<file path="src/rtl/lsu_pkg.sv">
// Shared definitions for the load/store unit: access size codes, FSM states
// and the alignment check used when a request is accepted.
package lsu_pkg;

  localparam logic [1:0] SZ_BYTE    = 2'b00;
  localparam logic [1:0] SZ_HALF    = 2'b01;
  localparam logic [1:0] SZ_WORD    = 2'b10;
  localparam logic [1:0] SZ_ILLEGAL = 2'b11;

  typedef enum logic [1:0] {
    IDLE = 2'b00,
    RD   = 2'b01,
    WR   = 2'b10,
    RESP = 2'b11
  } lsu_state_e;

  // True when the low address bits are not a multiple of the access size.
  function automatic logic access_misaligned(input logic [1:0] size, input logic [1:0] addr_lo);
    logic bad;
    bad = 1'b0;
    case (size)
      SZ_HALF: bad = addr_lo[0];
      SZ_WORD: bad = (addr_lo != 2'b00);
      default: bad = 1'b0;
    endcase
    return bad;
  endfunction

endpackage

</file>
<file path="src/rtl/load_store_unit_if.sv">
// Request/response handshake plus data-memory bus of the load/store unit.
//
// Handshake: a request transfers on a rising edge where req_valid and
// req_ready are both high; the requester keeps every req_* field stable
// while req_valid is high and req_ready is low. resp_valid is a single-cycle
// pulse with no back-pressure; resp_rdata/resp_err are qualified by it.
//
// The slave modport is the LSU. The master modport is the other side, i.e.
// the memory stage driving requests together with the data memory
// answering on mem_rd.
interface load_store_unit_if;
  logic        req_valid;
  logic        req_ready;
  logic        req_we;
  logic [1:0]  req_size;
  logic        req_unsigned;
  logic [31:0] req_addr;
  logic [31:0] req_wdata;
  logic        resp_valid;
  logic [31:0] resp_rdata;
  logic        resp_err;
  logic        mem_we;
  logic [31:0] mem_a;
  logic [31:0] mem_wd;
  logic [31:0] mem_rd;

  modport slave (
    input  req_valid, req_we, req_size, req_unsigned, req_addr, req_wdata, mem_rd,
    output req_ready, resp_valid, resp_rdata, resp_err, mem_we, mem_a, mem_wd
  );

  modport master (
    output req_valid, req_we, req_size, req_unsigned, req_addr, req_wdata, mem_rd,
    input  req_ready, resp_valid, resp_rdata, resp_err, mem_we, mem_a, mem_wd
  );
endinterface

</file>
<file path="src/rtl/lsu_lane_align.sv">
// Little-endian lane handling: extracts and extends a load lane from the
// memory word, and merges a right-aligned store lane into the old word.
module lsu_lane_align
  import lsu_pkg::*;
(
  input  logic [31:0] rd_word,
  input  logic [31:0] st_data,
  input  logic [1:0]  size,
  input  logic [1:0]  addr_lo,
  input  logic        is_unsigned,
  output logic [31:0] ld_data,
  output logic [31:0] merged
);

  logic [4:0]  shamt;
  logic [31:0] shifted;
  logic [31:0] lane_mask;
  logic [31:0] lane_data;

  assign shamt = {addr_lo, 3'b000};

  // Load path: shift the addressed lane down to bit 0, then extend it.
  always_comb begin
    shifted = rd_word >> shamt;
    ld_data = shifted;
    case (size)
      SZ_BYTE: ld_data = {{24{~is_unsigned & shifted[7]}}, shifted[7:0]};
      SZ_HALF: ld_data = {{16{~is_unsigned & shifted[15]}}, shifted[15:0]};
      default: ld_data = shifted;
    endcase
  end

  // Store path: position the new lane and splice it into the old word.
  always_comb begin
    lane_mask = 32'hFFFF_FFFF;
    lane_data = st_data;
    case (size)
      SZ_BYTE: begin
        lane_mask = 32'h0000_00FF << shamt;
        lane_data = {24'h0, st_data[7:0]} << shamt;
      end
      SZ_HALF: begin
        lane_mask = 32'h0000_FFFF << shamt;
        lane_data = {16'h0, st_data[15:0]} << shamt;
      end
      default: begin
        lane_mask = 32'hFFFF_FFFF;
        lane_data = st_data;
      end
    endcase
    merged = (rd_word & ~lane_mask) | (lane_data & lane_mask);
  end

endmodule

</file>
<file path="src/rtl/load_store_unit.sv">
// Load/store unit: accepts one memory-stage request at a time, reads the
// data memory (combinational read), performs read-modify-write for sub-word
// stores, and rejects misaligned or out-of-range accesses before any memory
// cycle. state_dbg exposes the FSM state.
module load_store_unit
  import lsu_pkg::*;
#(
  parameter int MEM_WORDS = 64
) (
  input  logic                clk,
  input  logic                reset,
  load_store_unit_if.slave    bus,
  output lsu_state_e          state_dbg
);

  localparam logic [29:0] IDX_LIMIT = 30'(MEM_WORDS);

  lsu_state_e  state_q, state_d;
  logic        we_q;
  logic [1:0]  size_q;
  logic        uns_q;
  logic [31:0] addr_q;
  logic [31:0] wr_word_q;
  logic [31:0] rdata_q;
  logic        err_q;

  logic        accept;
  logic        req_err;
  logic [31:0] ld_data;
  logic [31:0] merged;

  assign accept  = bus.req_valid & (state_q == IDLE);
  assign req_err = (bus.req_size == SZ_ILLEGAL)
                 | access_misaligned(bus.req_size, bus.req_addr[1:0])
                 | (bus.req_addr[31:2] >= IDX_LIMIT);

  lsu_lane_align u_align (
    .rd_word     (bus.mem_rd),
    .st_data     (wr_word_q),
    .size        (size_q),
    .addr_lo     (addr_q[1:0]),
    .is_unsigned (uns_q),
    .ld_data     (ld_data),
    .merged      (merged)
  );

  // State register; reset aborts any operation in flight.
  always_ff @(posedge clk) begin
    if (reset) state_q <= IDLE;
    else       state_q <= state_d;
  end

  // Next-state: errors go straight to RESP, word stores skip the read.
  always_comb begin
    state_d = state_q;
    case (state_q)
      IDLE: begin
        if (accept) begin
          if (req_err)                     state_d = RESP;
          else if (!bus.req_we)            state_d = RD;
          else if (bus.req_size == SZ_WORD) state_d = WR;
          else                             state_d = RD;
        end
      end
      RD:      state_d = we_q ? WR : RESP;
      WR:      state_d = RESP;
      RESP:    state_d = IDLE;
      default: state_d = IDLE;
    endcase
  end

  // Request capture, RMW merge and response registers (held between pulses).
  always_ff @(posedge clk) begin
    if (reset) begin
      we_q      <= 1'b0;
      size_q    <= SZ_BYTE;
      uns_q     <= 1'b0;
      addr_q    <= 32'h0;
      wr_word_q <= 32'h0;
      rdata_q   <= 32'h0;
      err_q     <= 1'b0;
    end else begin
      case (state_q)
        IDLE: begin
          if (accept) begin
            we_q      <= bus.req_we;
            size_q    <= bus.req_size;
            uns_q     <= bus.req_unsigned;
            addr_q    <= bus.req_addr;
            wr_word_q <= bus.req_wdata;
            if (req_err) begin
              rdata_q <= 32'h0;
              err_q   <= 1'b1;
            end
          end
        end
        RD: begin
          if (we_q) begin
            wr_word_q <= merged;
          end else begin
            rdata_q <= ld_data;
            err_q   <= 1'b0;
          end
        end
        WR: begin
          rdata_q <= 32'h0;
          err_q   <= 1'b0;
        end
        default: ;
      endcase
    end
  end

  assign bus.req_ready  = (state_q == IDLE);
  assign bus.resp_valid = (state_q == RESP);
  assign bus.resp_rdata = rdata_q;
  assign bus.resp_err   = err_q;
  // Reset in the WR cycle must suppress the write, hence the direct gate.
  assign bus.mem_we     = (state_q == WR) & ~reset;
  assign bus.mem_a      = ((state_q == RD) || (state_q == WR)) ? {addr_q[31:2], 2'b00} : 32'h0;
  assign bus.mem_wd     = (state_q == WR) ? wr_word_q : 32'h0;
  assign state_dbg      = state_q;

endmodule

</file>
<file path="src/flat_wrapper.sv">
// flat-port wrapper written by rule: the top's interface ports become plain ports
module load_store_unit_flat import lsu_pkg::*;
#(
  parameter int MEM_WORDS = 64
)
  (clk, reset, state_dbg, bus_req_valid, bus_req_we, bus_req_size, bus_req_unsigned, bus_req_addr, bus_req_wdata, bus_mem_rd, bus_req_ready, bus_resp_valid, bus_resp_rdata, bus_resp_err, bus_mem_we, bus_mem_a, bus_mem_wd);
  load_store_unit_if bus_i ();
  input  logic clk;
  input  logic reset;
  output lsu_state_e state_dbg;
  input wire logic [$bits(bus_i.req_valid)-1:0] bus_req_valid;
  input wire logic [$bits(bus_i.req_we)-1:0] bus_req_we;
  input wire logic [$bits(bus_i.req_size)-1:0] bus_req_size;
  input wire logic [$bits(bus_i.req_unsigned)-1:0] bus_req_unsigned;
  input wire logic [$bits(bus_i.req_addr)-1:0] bus_req_addr;
  input wire logic [$bits(bus_i.req_wdata)-1:0] bus_req_wdata;
  input wire logic [$bits(bus_i.mem_rd)-1:0] bus_mem_rd;
  output wire logic [$bits(bus_i.req_ready)-1:0] bus_req_ready;
  output wire logic [$bits(bus_i.resp_valid)-1:0] bus_resp_valid;
  output wire logic [$bits(bus_i.resp_rdata)-1:0] bus_resp_rdata;
  output wire logic [$bits(bus_i.resp_err)-1:0] bus_resp_err;
  output wire logic [$bits(bus_i.mem_we)-1:0] bus_mem_we;
  output wire logic [$bits(bus_i.mem_a)-1:0] bus_mem_a;
  output wire logic [$bits(bus_i.mem_wd)-1:0] bus_mem_wd;
  assign bus_i.req_valid = bus_req_valid;
  assign bus_i.req_we = bus_req_we;
  assign bus_i.req_size = bus_req_size;
  assign bus_i.req_unsigned = bus_req_unsigned;
  assign bus_i.req_addr = bus_req_addr;
  assign bus_i.req_wdata = bus_req_wdata;
  assign bus_i.mem_rd = bus_mem_rd;
  assign bus_req_ready = bus_i.req_ready;
  assign bus_resp_valid = bus_i.resp_valid;
  assign bus_resp_rdata = bus_i.resp_rdata;
  assign bus_resp_err = bus_i.resp_err;
  assign bus_mem_we = bus_i.mem_we;
  assign bus_mem_a = bus_i.mem_a;
  assign bus_mem_wd = bus_i.mem_wd;
  load_store_unit #(.MEM_WORDS(MEM_WORDS)) u_core (.clk(clk), .reset(reset), .bus(bus_i), .state_dbg(state_dbg));
endmodule
</file>
<file path="config.mk">
export PLATFORM = sky130hd
export DESIGN_NAME = load_store_unit_flat
export DESIGN_NICKNAME = d
export VERILOG_FILES = /design/src/rtl/lsu_pkg.sv /design/src/rtl/load_store_unit_if.sv /design/src/rtl/lsu_lane_align.sv /design/src/rtl/load_store_unit.sv /design/src/flat_wrapper.sv
export SDC_FILE = /design/constraint.sdc
export NUM_CORES = 1
export LEC_CHECK = 0
export BUFFER_PORTS_ARGS = -buffer_cell sky130_fd_sc_hd__buf_2
export CORE_UTILIZATION = 27
export CTS_CLUSTER_DIAMETER = 40
export DETAILED_ROUTE_END_ITERATION = 16
export GPL_TIMING_DRIVEN = 1
export PLACE_DENSITY = 0.45
export SLEW_MARGIN = 5
export SYNTH_ARGS = -nofsm -noshare
export SYNTH_HDL_FRONTEND = slang
export SYNTH_SLANG_ARGS = --single-unit
export TNS_END_PERCENT = 50
</file>
<file path="constraint.sdc">
create_clock -name clk -period 2.81 [get_ports clk]
set_clock_uncertainty 0.15 [all_clocks]
set_input_delay 0 -clock clk [delete_from_list [all_inputs] [get_ports clk]]
set_output_delay 0 -clock clk [all_outputs]
set_load 0.02 [all_outputs]
</file>
Yosys cells after proc, flatten, opt, wreduce, memory -nomap -nowiden
Index checks and enable logic that the tools add are counted.

storage, ports and cells
  register bits = 103
  bits of input ports = 103

cells by class
  magnitude comparators = 1
  equal/unequal tests = 11
  shift operators = 5
  mux-type cells = 23
  bitwise operators = 12
  reduce and logical (&&, ||, !) cells = 9

operator list
  kind                                                                                  count
  32-bit case mux with 2 select lines                                                   4
  32-bit two-way mux                                                                    7
  32-bit case mux with 3 select lines                                                   1
  32-bit AND                                                                            2
  32-bit NOT                                                                            1
  32-bit bitwise OR                                                                     1
  16-bit by 5-bit left shift with 32-bit output                                         1
  16-bit by 5-bit left shift with 32-bit output, first input constant                   1
  8-bit by 5-bit left shift with 32-bit output                                          1
  8-bit by 5-bit left shift with 32-bit output, first input constant                    1
  32-bit by 5-bit right shift with 32-bit output                                        1
  30-bit by 7-bit greater-or-equal comparator with 1-bit output, second input constant  1
  2-bit == test, second input constant                                                  4
  2-bit two-way mux                                                                     4
  2-bit case mux with 4 select lines                                                    1
  2-bit by 1-bit == test with 1-bit output, second input constant                       3
  2-bit by 1-bit != test with 1-bit output, second input constant                       3
  1-bit AND                                                                             4
  2-bit logical NOT                                                                     2
  1-bit two-way mux                                                                     4
  4-bit AND reduction                                                                   1
  2-bit nonzero test                                                                    2
  1-bit case mux with 3 select lines                                                    1
  3-bit AND reduction                                                                   1
  other kinds (7)                                                                       9

Depth between registers and ports, before layout
Gate-level depths: netlist of run 1.

  depth in word-level cells = 7
  depth in mapped cells = 10

By module
From an unflattened synthesis of run 1, not the netlist that was laid out.

unflattened totals
  cells, all modules = 784
  area, all modules = 6671.4 um^2

by module, submodules not included
  module           times used  cells an instance  area each (um^2)
  load_store_unit  1           556                4952.2
  lsu_lane_align   1           228                1719.1

Worst setup path after synthesis of run 1
No wires, ideal clock.

  kind = register -> register
  start = reg u_core.state_q[0] (netlist: u_core.state_dbg[0])
  end = reg u_core.err_q (netlist: u_core.bus.resp_err)
  data arrival time = 2213 ps
  setup slack = 333 ps
  stages on the path, launching flop included = 10
  clock period less this slack = 2477 ps
  cell sequence = dfxtp_1 -> inv_1 -> ha_1 -> buf_4 -> nor4b_4 -> nand3_2 -> o41ai_4 -> nor2_4 -> buf_4 -> o21a_1

on the way
  longest elaborated chain between the ends = 4

ends and longest elaborated chain
  what                                                line                    source
  start: declaration                                  load_store_unit.sv:18   lsu_state_e state_q, state_d;
  start signal: assignment                            load_store_unit.sv:50   else state_q <= state_d;
  2-bit logical NOT *                                 n/a
  via bus_req_ready                                   flat_wrapper.sv:18      output wire logic [$bits(bus_i.req_ready)-1:0] bus_req_ready;
  1-bit AND                                           load_store_unit.sv:32   assign accept = bus.req_valid & (state_q == IDLE);
  2-bit by 1-bit != test with 1-bit output (no line)  n/a
  4-bit AND reduction (no line)                       n/a
  end signal: assignment                              load_store_unit.sv:81   err_q <= 1'b0;
  end signal: assignment                              load_store_unit.sv:93   err_q <= 1'b1;
  end signal: assignment                              load_store_unit.sv:102  err_q <= 1'b0;
  end: declaration                                    load_store_unit.sv:25   logic err_q;

Mark *: on every way through the listed nets, which the timed path passes. The rest lies on a longest branch.
A chain may end at the register's enable or synchronous reset.

==> results of run 1 <==
==> stage by stage <==
step / power (mW) / cell area [µm²] / std cells / hold WS, ns / setup WS (ns)
global route: 8.33 / 8860 / 1365 / 0.0460 / -0.00193
global placement: 5.83 / 7290 / 1228 / 0.108 / 0.479
detailed placement: 5.82 / 7290 / 1228 / 0.109 / 0.452
floorplan: 4.61 / 6040 / 802 / -0.0140 / 0.333
finish: 7.80 / 8870 / 1366 / 0.0205 / 0.0938
CTS: 7.60 / 8770 / 1360 / 0.00822 / 0.0455
==> Yosys cell counts (2+ instances only) <==
master     count
a21oi_1       60
o21ai_1       19
buf_4          5
nand4_1       25
a211oi_1      24
nand2_1      107
o221ai_1      16
nand3_1        2
o211ai_1       8
buf_2         13
o21ai_0       51
a211o_1        6
inv_1         39
a41o_1         5
nor4_1         5
a22oi_1       16
clkbuf_1      52
o21a_1         4
a2bb2oi_1      6
mux2i_1       26
o22ai_1       16
buf_1          5
nor2b_1       22
nand2b_1      31
and2_1        63
nor2_1        45
ha_1           7
dfxtp_1      103
==> routing by layer <==
layer  track usage, %  vias to the layer above  part of all wire (%)
met5                0                        -                     0
met4             4.85                        0                   1.3
met3             3.68                       19                   5.2
li1                 -                     3343                     -
met1             28.4                     3117                    48
met2             31.2                      195                    46
==> timing repair <==
action | in CTS | in global routing
setup buffers | 0 | 3
setup endpoints to repair | 0 | 15
hold buffers | 116 | 0
resized for setup | 0 | 6
endpoints found under the hold margin | 88 | 0
==> area by class of cell <==
type                            instances  area (µm²)  area share (%)
Timing Repair Buffer                  343        2430            27.5
Sequential cell                       103        2070            23.3
Antenna cell                            1        2.50          0.0282
Clock buffer                            9         225            2.54
Tap cell                              280         350            3.95
Inverter                               39         146            1.65
Clock inverter                          7        97.6            1.10
Multi-Input combinational cell        584        3540            39.9
==> final timing paths <==
path,from,to,slack [ns],depth (start not counted)
max,u_core.state_dbg[1],flip-flop,0.09,11
min reg2reg,u_core.addr_q[13],u_core.addr_q[13],0.30,2
max reg2reg,u_core.state_dbg[1],flip-flop,0.09,11
min,bus_mem_rd[2],flip-flop,0.02,5
==> power groups by stage <==
stage	logic [mW]	registers, mW	clock network, mW
final	4.25	2.16	1.38
after global routing	4.65	2.21	1.47
after CTS	4.03	2.14	1.43
after detailed placement	3.64	2.18	0
after global placement	3.66	2.17	0
after floorplan	2.38	2.23	0
==> cells by family (layout without fill, tap and decap cells) <==
logic type	count (synthesis)	after routing	share of synthesized area, %
flops	103	103	34.1
other cells	1	3	0.0621
fa+ha+maj	7	7	1.45
compound gates	237	237	25.0
xor+xnor	1	1	0.145
simple gates	310	310	26.7
buf+inv	115	398	7.85
mux	27	27	4.68
==> worst max-delay path, stage by stage (launching register included) <==
cell,delay (ns)
dfxtp_2,0.35
inv_1,0.11
ha_1,0.19
buf_4,0.18
nor2b_1,0.28
a211oi_4,0.07
buf_4,0.15
buf_4,0.14
clkbuf_16,0.18
o22ai_1,0.16
nor2_1,0.06
dlygate4sd3_1,0.57
==> qor.txt, run 1 <==
outcome - finished clean
first-pass GRT wire length - 34,900 µm
CTS H-tree lvls - 3
vias per std cell - 4.89
CP Launch Type - flip-flop
Port-buffer cells - 202
slew margin rel. - 52.2%
switching power - 3.43 mW
drt total wl - 23,900 µm
class of the worst hold path - input port to flip-flop
largest net degree at the start of global routing - 57
power share of the clock group - 17.8%
Crit Path Max Fanout - 28
post-synth top area cell - dfxtp_1
TritonCTS Buffers - 9
ys async rst share - 0%
Crit. End Element - flip-flop
fraction of layout cells with a size suffix above 1 - 24.1%
kind of critical path - flip-flop to flip-flop
die area - 0.0230 mm²
Seq pwr share - 27.7%
Cell Area, Synth - 0.00604 mm²
Initial Utilization - 27.6%
Ys Warns - 0
leakage power total - 3.91 nW
core area - 0.0219 mm²
sequential share of the synthesized area - 34.1%
die width - 152 µm
Post-synth top flop - dfxtp_1
fin crit period - 2.72 ns
fmax - 368 MHz
count of unique library cells instantiated by Yosys - 48
Comb power frac - 54.5%
setup TNS - 0 ns
Max VDD drop - 0.000500 V
worst slew pin tran - 0.716 ns
RePlAce Congestion - 0.800
period utilisation layout - 96.7%
Critical Path RT - 2.90 ns
grt ovf - 0
Slew Limit Fails - 0
most frequent cells in the layout - buf_2 (201), dlygate4sd3_1 (116), nand2_1 (107)
synth top area cells - dfxtp_1 (34%), nand2_1 (6.6%), and2_1 (6.5%), a21oi_1 (5.0%), mux2i_1 (4.3%)
Synth Instances - 801
pwr/cell area - 879 mW/mm²
drt drc - 0
clk_lat worst skew - 0.35 ns
vias in the first global route - 6,265
internal power - 4.37 mW
DR vias - 6,674
DRT Pass-1 Iters - 5
CTS sink count - 103
number of synthesized flops with an enable pin - 0
filler cell count - 2,353
share of the synthesized area in the top cell type - 34.1%
endpoints failing setup - 0
Initial DRC Count - 455
crit path DAT - 2.81 ns
nets - 1,190
initial antenna violation count - 0
Final HPWL DP - 16,400 µm
largest buffer count on any clock path - 2
Clock transition at path regs - 0.07 ns
maxcap violations - 0
root cell of the clock tree - clkbuf_16
Synth-to-Final Area Change - 46.8%
Die Ht - 152 µm
I/O pin total - 205
Final Hold Viols - 0
end-of-flow core utilization - 40.5%
post-synthesis register bit count - 103
antenna viol nets, final - 0
Rows - 54
commonest non-fill, non-tap cell in the layout - buf_2
switching share of power - 44.0%
synthesized area per cell - 7.54 µm²
Wirelength per Cell - 17.5 µm
overall routing resource usage - 20.1%
CTS tree - done
Note: power is estimated with default switching activity, not from simulation.
==> inputs of run 2 (changes only) <==
==> constraint.sdc (replaced) <==
create_clock -name clk -period 3.5 [get_ports clk]
set_clock_uncertainty 0.15 [all_clocks]
set_input_delay 0.7 -clock clk [delete_from_list [all_inputs] [get_ports clk]]
set_output_delay 0.7 -clock clk [all_outputs]
set_load 0.02 [all_outputs]
==> qor.txt, run 2 (same netlist as run 1, synthesis figures left out) <==
Critical Path RT - 3.66 ns
setup TNS - 0 ns
critical path's largest stage delay - 0.81 ns
Rows - 54
Worst R2R End - u_core.bus.resp_err
ANT cells - 0
register area - 0.00206 mm²
setup repair bufs after CTS - 0
commonest non-fill, non-tap cell in the layout - buf_2
Critical Path Slowest Stage Cell - o41a_2
period utilisation layout - 78.7%
post-cts sizing count - 0
filler cell count - 2,399
Port-buffer cells - 202
Final Hold Viols - 0
Final HPWL DP - 16,500 µm
outcome - finished clean
Crit Path Max Fanout - 32
Synth-to-Final Area Change - 25.4%
vias in the first global route - 5,898
Slew Limit Fails - 0
CTS hold repair buffers - 0
crit path DAT - 2.92 ns
setup ws final - 0.746 ns
endpoints failing setup - 0
nets - 1,067
Max VDD drop - 0.000284 V
crit path launch - bus_req_addr[23]
first-pass GRT wire length - 33,700 µm
DRT Pass-1 Iters - 4
antenna viol nets, final - 0
slew margin rel. - 25.6%
Crit. End Element - flip-flop
worst reg-to-reg setup slack - 0.91 ns
Initial Utilization - 27.6%
CP endpoint - u_core.bus.resp_err
Initial DRC Count - 404
core area - 0.0219 mm²
largest buffer count on any clock path - 2
class of the worst hold path - flip-flop to flip-flop
sum of buffers and inverters on the critical path - 2
Die Ht - 152 µm
overall routing resource usage - 19.4%
R2R cell count - 8
most frequent cells in the layout - buf_2 (201), nand2_1 (107), dfxtp_1 (102)
die width - 152 µm
worst slew pin tran - 1.11 ns
fmax - 363 MHz
DR vias - 6,175
CTS tree - done
area of placed instances - 0.00725 mm²
CTS sink count - 103
grt ovf - 0
initial antenna violation count - 0
largest net degree at the start of global routing - 57
cell count along the critical path - 7
CP Cell Sequence - buf_2 > nor4_1 > buf_4 > nand3_2 > o41a_2 > a31oi_1 > o21a_1
pwr/cell area - 761 mW/mm²
dpl ws - 0.448 ns
Wirelength per Cell - 18.0 µm
maxcap violations - 0
I/O pin total - 205
fraction of layout cells with a size suffix above 1 - 26.0%
drt total wl - 22,400 µm
leakage power total - 3.34 nW
root cell of the clock tree - clkbuf_16
drt drc - 0
fin crit period - 2.75 ns
reg2reg start - u_core.state_dbg[0]
die area - 0.0230 mm²
CP Launch Type - input port
vias per std cell - 4.97
unrepaired setup endpoints after global routing - no
Finished Cell Area - 0.00758 mm²
TritonCTS Buffers - 9
CTS H-tree lvls - 3
Multi-input gate area - 0.00353 mm²
clk_lat worst skew - 0.36 ns
kind of critical path - input port to flip-flop
delay-heaviest family, CP - compound AO/OA/AOI/OAI gates
Clock transition at path regs - 0.08 ns
RePlAce Congestion - 0.812
## run 2: changes by cell type in the layout (fill, tap and decap cells not counted), sizes merged
cell,delta
dlygate4sd3,-116
buf,-5
inv,+3
clkbuf,-2
clkinv,-2
clkinvlp,-1
diode,-1
## run 2: worst min-delay path by stage
stage	start	end	slack, ns	cells after the start
2_1_floorplan	flip-flop	flip-flop	0.28	2
3_3_place_gp	flip-flop	flip-flop	0.29	2
3_5_place_dp	flip-flop	flip-flop	0.29	2
4_1_cts	flip-flop	flip-flop	0.30	2
5_1_grt	u_core.addr_q[21]	u_core.addr_q[21]	0.32	2
6_report	u_core.addr_q[10]	u_core.addr_q[10]	0.30	2
## run 2: final cells by class
type | count | share of cell area (%)
Multi-Input combinational cell | 584 | 46.6
Sequential cell | 103 | 27.2
Timing Repair Buffer | 220 | 15.3
Tap cell | 280 | 4.62
Clock buffer | 9 | 2.97
Inverter | 39 | 1.93
Clock inverter | 7 | 1.35
## run 2: metrics by stage
stage	hold WS, ns	cells	power (mW)	util, %
5_1_grt	0.318	1242	6.20	34.6
6_report	0.302	1242	5.76	34.6
4_1_cts	0.303	1242	5.83	34.6
2_1_floorplan	0.277	802	3.70	-
3_3_place_gp	0.287	1226	4.66	33.1
3_5_place_dp	0.293	1226	4.66	33.1
## run 2: power by group
group / switching [mW] / internal, mW / total, mW / leakage [nW]
Sequential: 0.247 / 1.49 / 1.74 / 0.843
Combinational: 1.89 / 0.975 / 2.87 / 2.34
Clock: 0.520 / 0.638 / 1.16 / 0.157
Total: 2.66 / 3.10 / 5.76 / 3.34
## run 2: routing by layer
| layer | global-route usage (%) | part of all wire [%] | up-vias |
|---|---|---|---|
| met5 | 0 | 0 | - |
| met4 | 4.70 | 1.2 | 0 |
| met1 | 28.1 | 50 | 2903 |
| met3 | 3.14 | 4.6 | 16 |
| met2 | 29.7 | 44 | 161 |
| li1 | - | - | 3095 |
## run 2: worst min-delay path: stages, from the launching register on
cell,delay [ns]
dfxtp_1,0.31
nand2_1,0.05
a21oi_1,0.05
